--- src/rtl/csa_stream_accumulator.sv ---
// Streaming multi-operand adder: folds each accepted operand into a
// carry-save pair, then resolves the pair with one carry-propagate add.
module csa_stream_accumulator #(
  parameter  int N  = 4,
  parameter  int M  = 8,
  localparam int W  = N + $clog2(M),
  localparam int CW = $clog2(M + 1)
) (
  input  logic          clk,
  input  logic          rst_n,
  input  logic          in_valid,
  output logic          in_ready,
  input  logic [N-1:0]  in_data,
  input  logic          in_last,
  output logic          out_valid,
  input  logic          out_ready,
  output logic [W-1:0]  out_sum,
  output logic [CW-1:0] out_count
);

  typedef enum logic [1:0] {
    ST_ACCUM,
    ST_RESOLVE,
    ST_DONE
  } state_t;

  state_t        r_state;
  state_t        w_state_nxt;

  logic [W-1:0]  r_s;
  logic [W-1:0]  r_c;
  logic [CW-1:0] r_cnt;
  logic          r_out_valid;
  logic [W-1:0]  r_out_sum;
  logic [CW-1:0] r_out_count;

  logic [W-1:0]  w_x;
  logic [W-1:0]  w_s_nxt;
  logic [W-1:0]  w_maj;
  logic [W-1:0]  w_c_nxt;
  logic [CW-1:0] w_cnt_inc;
  logic          w_accept;
  logic          w_term;
  logic          w_drain;

  assign w_x       = {{(W-N){1'b0}}, in_data};
  assign w_s_nxt   = r_s ^ r_c ^ w_x;
  assign w_maj     = (r_s & r_c) | (r_s & w_x) | (r_c & w_x);
  // Carries weigh one bit higher; the top bit never carries because
  // W is sized for the worst-case total.
  assign w_c_nxt   = w_maj << 1;
  assign w_cnt_inc = r_cnt + CW'(1);

  assign in_ready  = (r_state == ST_ACCUM);
  assign w_accept  = in_valid & in_ready;
  assign w_term    = in_last | (w_cnt_inc == CW'(M));
  assign w_drain   = (r_state == ST_DONE) & out_ready;

  assign out_valid = r_out_valid;
  assign out_sum   = r_out_sum;
  assign out_count = r_out_count;

  always_ff @(posedge clk) begin
    if (!rst_n) begin
      r_state <= ST_ACCUM;
    end else begin
      r_state <= w_state_nxt;
    end
  end

  always_comb begin
    w_state_nxt = r_state;
    unique case (r_state)
      ST_ACCUM: begin
        if (w_accept && w_term) begin
          w_state_nxt = ST_RESOLVE;
        end
      end
      ST_RESOLVE: begin
        w_state_nxt = ST_DONE;
      end
      ST_DONE: begin
        if (out_ready) begin
          w_state_nxt = ST_ACCUM;
        end
      end
      default: begin
        w_state_nxt = ST_ACCUM;
      end
    endcase
  end

  always_ff @(posedge clk) begin
    if (!rst_n) begin
      r_s   <= '0;
      r_c   <= '0;
      r_cnt <= '0;
    end else if (w_accept) begin
      r_s   <= w_s_nxt;
      r_c   <= w_c_nxt;
      r_cnt <= w_cnt_inc;
    end else if (w_drain) begin
      r_s   <= '0;
      r_c   <= '0;
      r_cnt <= '0;
    end
  end

  always_ff @(posedge clk) begin
    if (!rst_n) begin
      r_out_valid <= 1'b0;
      r_out_sum   <= '0;
      r_out_count <= '0;
    end else if (r_state == ST_RESOLVE) begin
      r_out_valid <= 1'b1;
      r_out_sum   <= r_s + r_c;
      r_out_count <= r_cnt;
    end else if (w_drain) begin
      r_out_valid <= 1'b0;
    end
  end

endmodule

--- config.mk ---
export PLATFORM = sky130hd
export DESIGN_NAME = csa_stream_accumulator
export DESIGN_NICKNAME = d
export VERILOG_FILES = /design/src/rtl/csa_stream_accumulator.sv
export SDC_FILE = /design/constraint.sdc
export NUM_CORES = 1
export LEC_CHECK = 0
export CORE_ASPECT_RATIO = 2
export CORE_MARGIN = 4
export CORE_UTILIZATION = 47
export DETAILED_ROUTE_END_ITERATION = 6
export MAX_ROUTING_LAYER = met4
export PLACE_DENSITY = 0.83
export SYNTH_ARGS = -nofsm -noshare
export SYNTH_HDL_FRONTEND = slang
export SYNTH_SLANG_ARGS = --single-unit
--- constraint.sdc ---
create_clock -name clk -period 1.7 [get_ports clk]
set_clock_uncertainty 0.2 [all_clocks]
set_input_delay 0.34 -clock clk [delete_from_list [all_inputs] [get_ports clk]]
set_output_delay 0.34 -clock clk [all_outputs]
set_load 0.03 [all_outputs]
==> run summary <==
critical path fanouts, max = 2
Die ar. = 3980 um^2
CP Cell Sequence = ha_4 > fa_2 > a21o_1 > a21oi_2 > nand4_1 > o221ai_1
Core Rows = 27
CP Launch Type = flip-flop
Via density = 5.79
status = completed
synthesized cell area = 1410 um^2
clock tree from TritonCTS = built
Max Slew Vio Count = 0
Final setup viols = 0
power density over the cells = 892 nW/um^2
HPWL Detailed = 2.25 mm
RSZ-0062 raised after global routing = yes
number of synthesized flops with an enable pin = 0
Syn Nets = 159
Post-DRT Antenna Nets = 0
Mapped Cells = 139
Slew Limit Headroom = 0.795
Crit path largest cell delay = 0.35 ns
slowest stage cell, crit path = fa_2
Max Freq = 618 MHz
area grow syn2layout = 26.4%
ant diodes = 0
gr usage total = 0.187
Worst Hold Class = reg -> reg
clk_lat worst skew = 0.28 ns
dominant cells by area after synthesis = dfxtp_1 (44%), a22o_1 (8.1%), ha_1 (6.2%)
share of the synthesized area in the top cell type = 0.441
leak pwr = 0.781 nW
wire per inst = 15.0 um
Num CTS Buffers = 5
first-pass GRT wire length = 5.33 mm
P_int = 1.21 mW
Post-route DRC = 0
initial drt markers = 37
Min Clock Period, post-route = 1.62 ns
final-report hold violation count = 0
Warnings, synthesis = 0
Netlist cell types = 33
measured slew at the worst slew-check pin = 0.309 ns
initial antenna violation count = 0
clock-pin slew on the worst setup and hold paths = 0.06 ns
critical path type = reg -> reg
share of layout cells above drive strength 1 = 0.148
post-synthesis sequential element count = 31
Die Wd = 46.7 um
H-tree depth = 2
nets@finish = 188
clk buf depth = 2
I/O Buffers = 21
Synth Flop Type = dfxtp_1
Crit path required time = 1.71 ns
power consumption = 1.59 mW
post-CTS setup buffers = 0
final worst-path cycle share = 0.951
WP data arrival = 1.62 ns
syn_area_per_cell = 10.1 um^2
switch share = 0.237
Reg power frac = 0.490
Combinational Power Share = 0.113
cell taking the most area after synthesis = dfxtp_1
largest net degree at the start of global routing = 19
Async S/R FF share, synth = 0
final wirelength = 2.98 mm
gr ovfl total = 0
Initial Util = 0.502
CP Buf/Inv Count = 0
Psw = 0.376 mW
gp weighted congestion = 0.830
IO Pins = 22
Clock power frac = 0.396
Peak VDD IR = 0.681 mV
root buffer cell = clkbuf_8
vias in the first global route = 1208
Fin Hold WS = 0.258 ns
Max Cap Viol = 0
cts hold-fix bufs = 0
CP delay by family, top = adder cells
register area share after synthesis = 0.441
clock sinks = 31
via count = 1147
1st-pass router iterations = 4
Die Y = 85.4 um
Core Area = 2800 um^2
Worst setup EP type = flip-flop
==> logic make-up (layout without fill, tap and decap cells) <==
| group | Yosys count | after routing | share of synthesized area |
|---|---|---|---|
| xor+xnor | 3 | 3 | 0.0187 |
| fa+ha+maj | 11 | 11 | 0.119 |
| compound gates | 42 | 42 | 0.222 |
| buf+inv | 8 | 38 | 0.0409 |
| flops | 31 | 31 | 0.441 |
| simple gates | 44 | 44 | 0.157 |
==> metal layers <==
layer / GRT usage / share of wire / vias up
li1: - / - / 563
met1: 0.189 / 0.37 / 553
met2: 0.315 / 0.56 / 25
met3: 0.0594 / 0.046 / 6
met4: 0.0781 / 0.021 / 0
met5: - / 0 / -
==> synthesized netlist by cell type, types with 2 or more instances <==
cell	number
dfxtp_1	31
nand2_1	19
a22o_1	13
a21boi_0	9
ha_1	7
a21oi_1	5
nor2_1	5
fa_1	4
nand3b_1	4
nand4_1	4
nor2b_1	4
o21ai_0	4
a21o_1	3
buf_6	3
a31oi_1	2
clkbuf_1	2
nand3_1	2
o221ai_1	2
xnor2_1	2
==> power by group through the flow <==
| stage | clock network (mW) | logic, mW | registers, mW |
|---|---|---|---|
| after global placement | 0 | 0.175 | 0.790 |
| after floorplan | 0 | 0.103 | 0.799 |
| after global routing | 0.685 | 0.199 | 0.781 |
| after detailed placement | 0 | 0.183 | 0.791 |
| final | 0.629 | 0.180 | 0.778 |
| after CTS | 0.651 | 0.181 | 0.775 |
==> final timing paths <==
| path | start | endpoint | slack, ns | depth (start not counted) |
|---|---|---|---|---|
| max | r_s[1]$_SDFFE_PN0P_ | out_sum[5]$_SDFFE_PN0P_ | 0.08 | 6 |
| min | out_count[0]$_SDFFE_PN0P_ | out_count[0]$_SDFFE_PN0P_ | 0.26 | 2 |
| max reg2reg | r_s[1]$_SDFFE_PN0P_ | out_sum[5]$_SDFFE_PN0P_ | 0.08 | 6 |
| min reg2reg | out_count[0]$_SDFFE_PN0P_ | out_count[0]$_SDFFE_PN0P_ | 0.26 | 2 |
==> worst register-to-register path, delay by kind of cell (launching register included) <==
family	cells	cell delay (ns)
adder cells (fa/ha/maj)	2	0.52
AND/OR/NAND/NOR	1	0.10
flip-flops	1	0.33
AO/OA/AOI/OAI	3	0.39
==> final cells by class <==
class                           instances  area, um^2
Fill cell                             247        1030
Multi-Input combinational cell        100         747
Sequential cell                        31         626
Timing Repair Buffer                   29         265
Clock buffer                            8         100
Tap cell                               29        36.3
Inverter                                1        3.75
==> layout by cell type (no fill, tap or decap) <==
master            n
clkbuf_8          7
a21oi_2           1
and2_4            1
a22oi_1           1
a21o_1            3
o221ai_1          2
ha_1              6
nand3_1           2
xor2_1            1
nand2b_1          1
a31oi_1           2
buf_4             8
fa_1              3
fa_2              1
xnor2_1           2
nand3b_1          4
o21ai_0           4
buf_12            1
nand2_1          19
a21boi_1          1
o211a_1           1
dlygate4sd2_1    12
a22o_1           13
a21oi_1           4
a21boi_0          8
and3_1            1
clkbuf_1          1
nand4_1           4
clkdlybuf4s50_1   8
a31o_2            1
and2_1            1
o21a_1            1
dfxtp_2           4
nor2b_1           4
ha_4              1
nor2_1            5
dfxtp_1          27
inv_1             1
nor3_1            1
or3b_1            1
==> what timing repair did <==
action,CTS,global route
setup endpoints to repair,13,4
gates cloned,0,0
hold endpoints to repair,0,0
pin swaps,0,5
resized for setup,14,6
==> metrics by stage <==
| step | std cells | setup TNS, ns | instance area (um^2) | utilization | setup WS, ns |
|---|---|---|---|---|---|
| 5_1_grt | 198 | -0.0212 | 1780 | 0.634 | -0.0155 |
| 2_1_floorplan | 139 | 0 | 1410 | - | 0.0294 |
| 3_3_place_gp | 190 | -1.40 | 1670 | 0.596 | -0.0978 |
| 3_5_place_dp | 190 | -1.97 | 1670 | 0.596 | -0.210 |
| 4_1_cts | 198 | 0 | 1760 | 0.629 | 0.0289 |
| 6_report | 198 | 0 | 1780 | 0.634 | 0.0830 |
==> state kept, by name, summed over array words and instances, names as in the netlist <==
| name | count |
|---|---|
| out_sum | 7 |
| r_s | 7 |
| r_c | 6 |
| out_count | 4 |
| r_cnt | 4 |
| r_state | 2 |
| out_valid | 1 |
No activity file was read; power rests on OpenSTA's default activity.
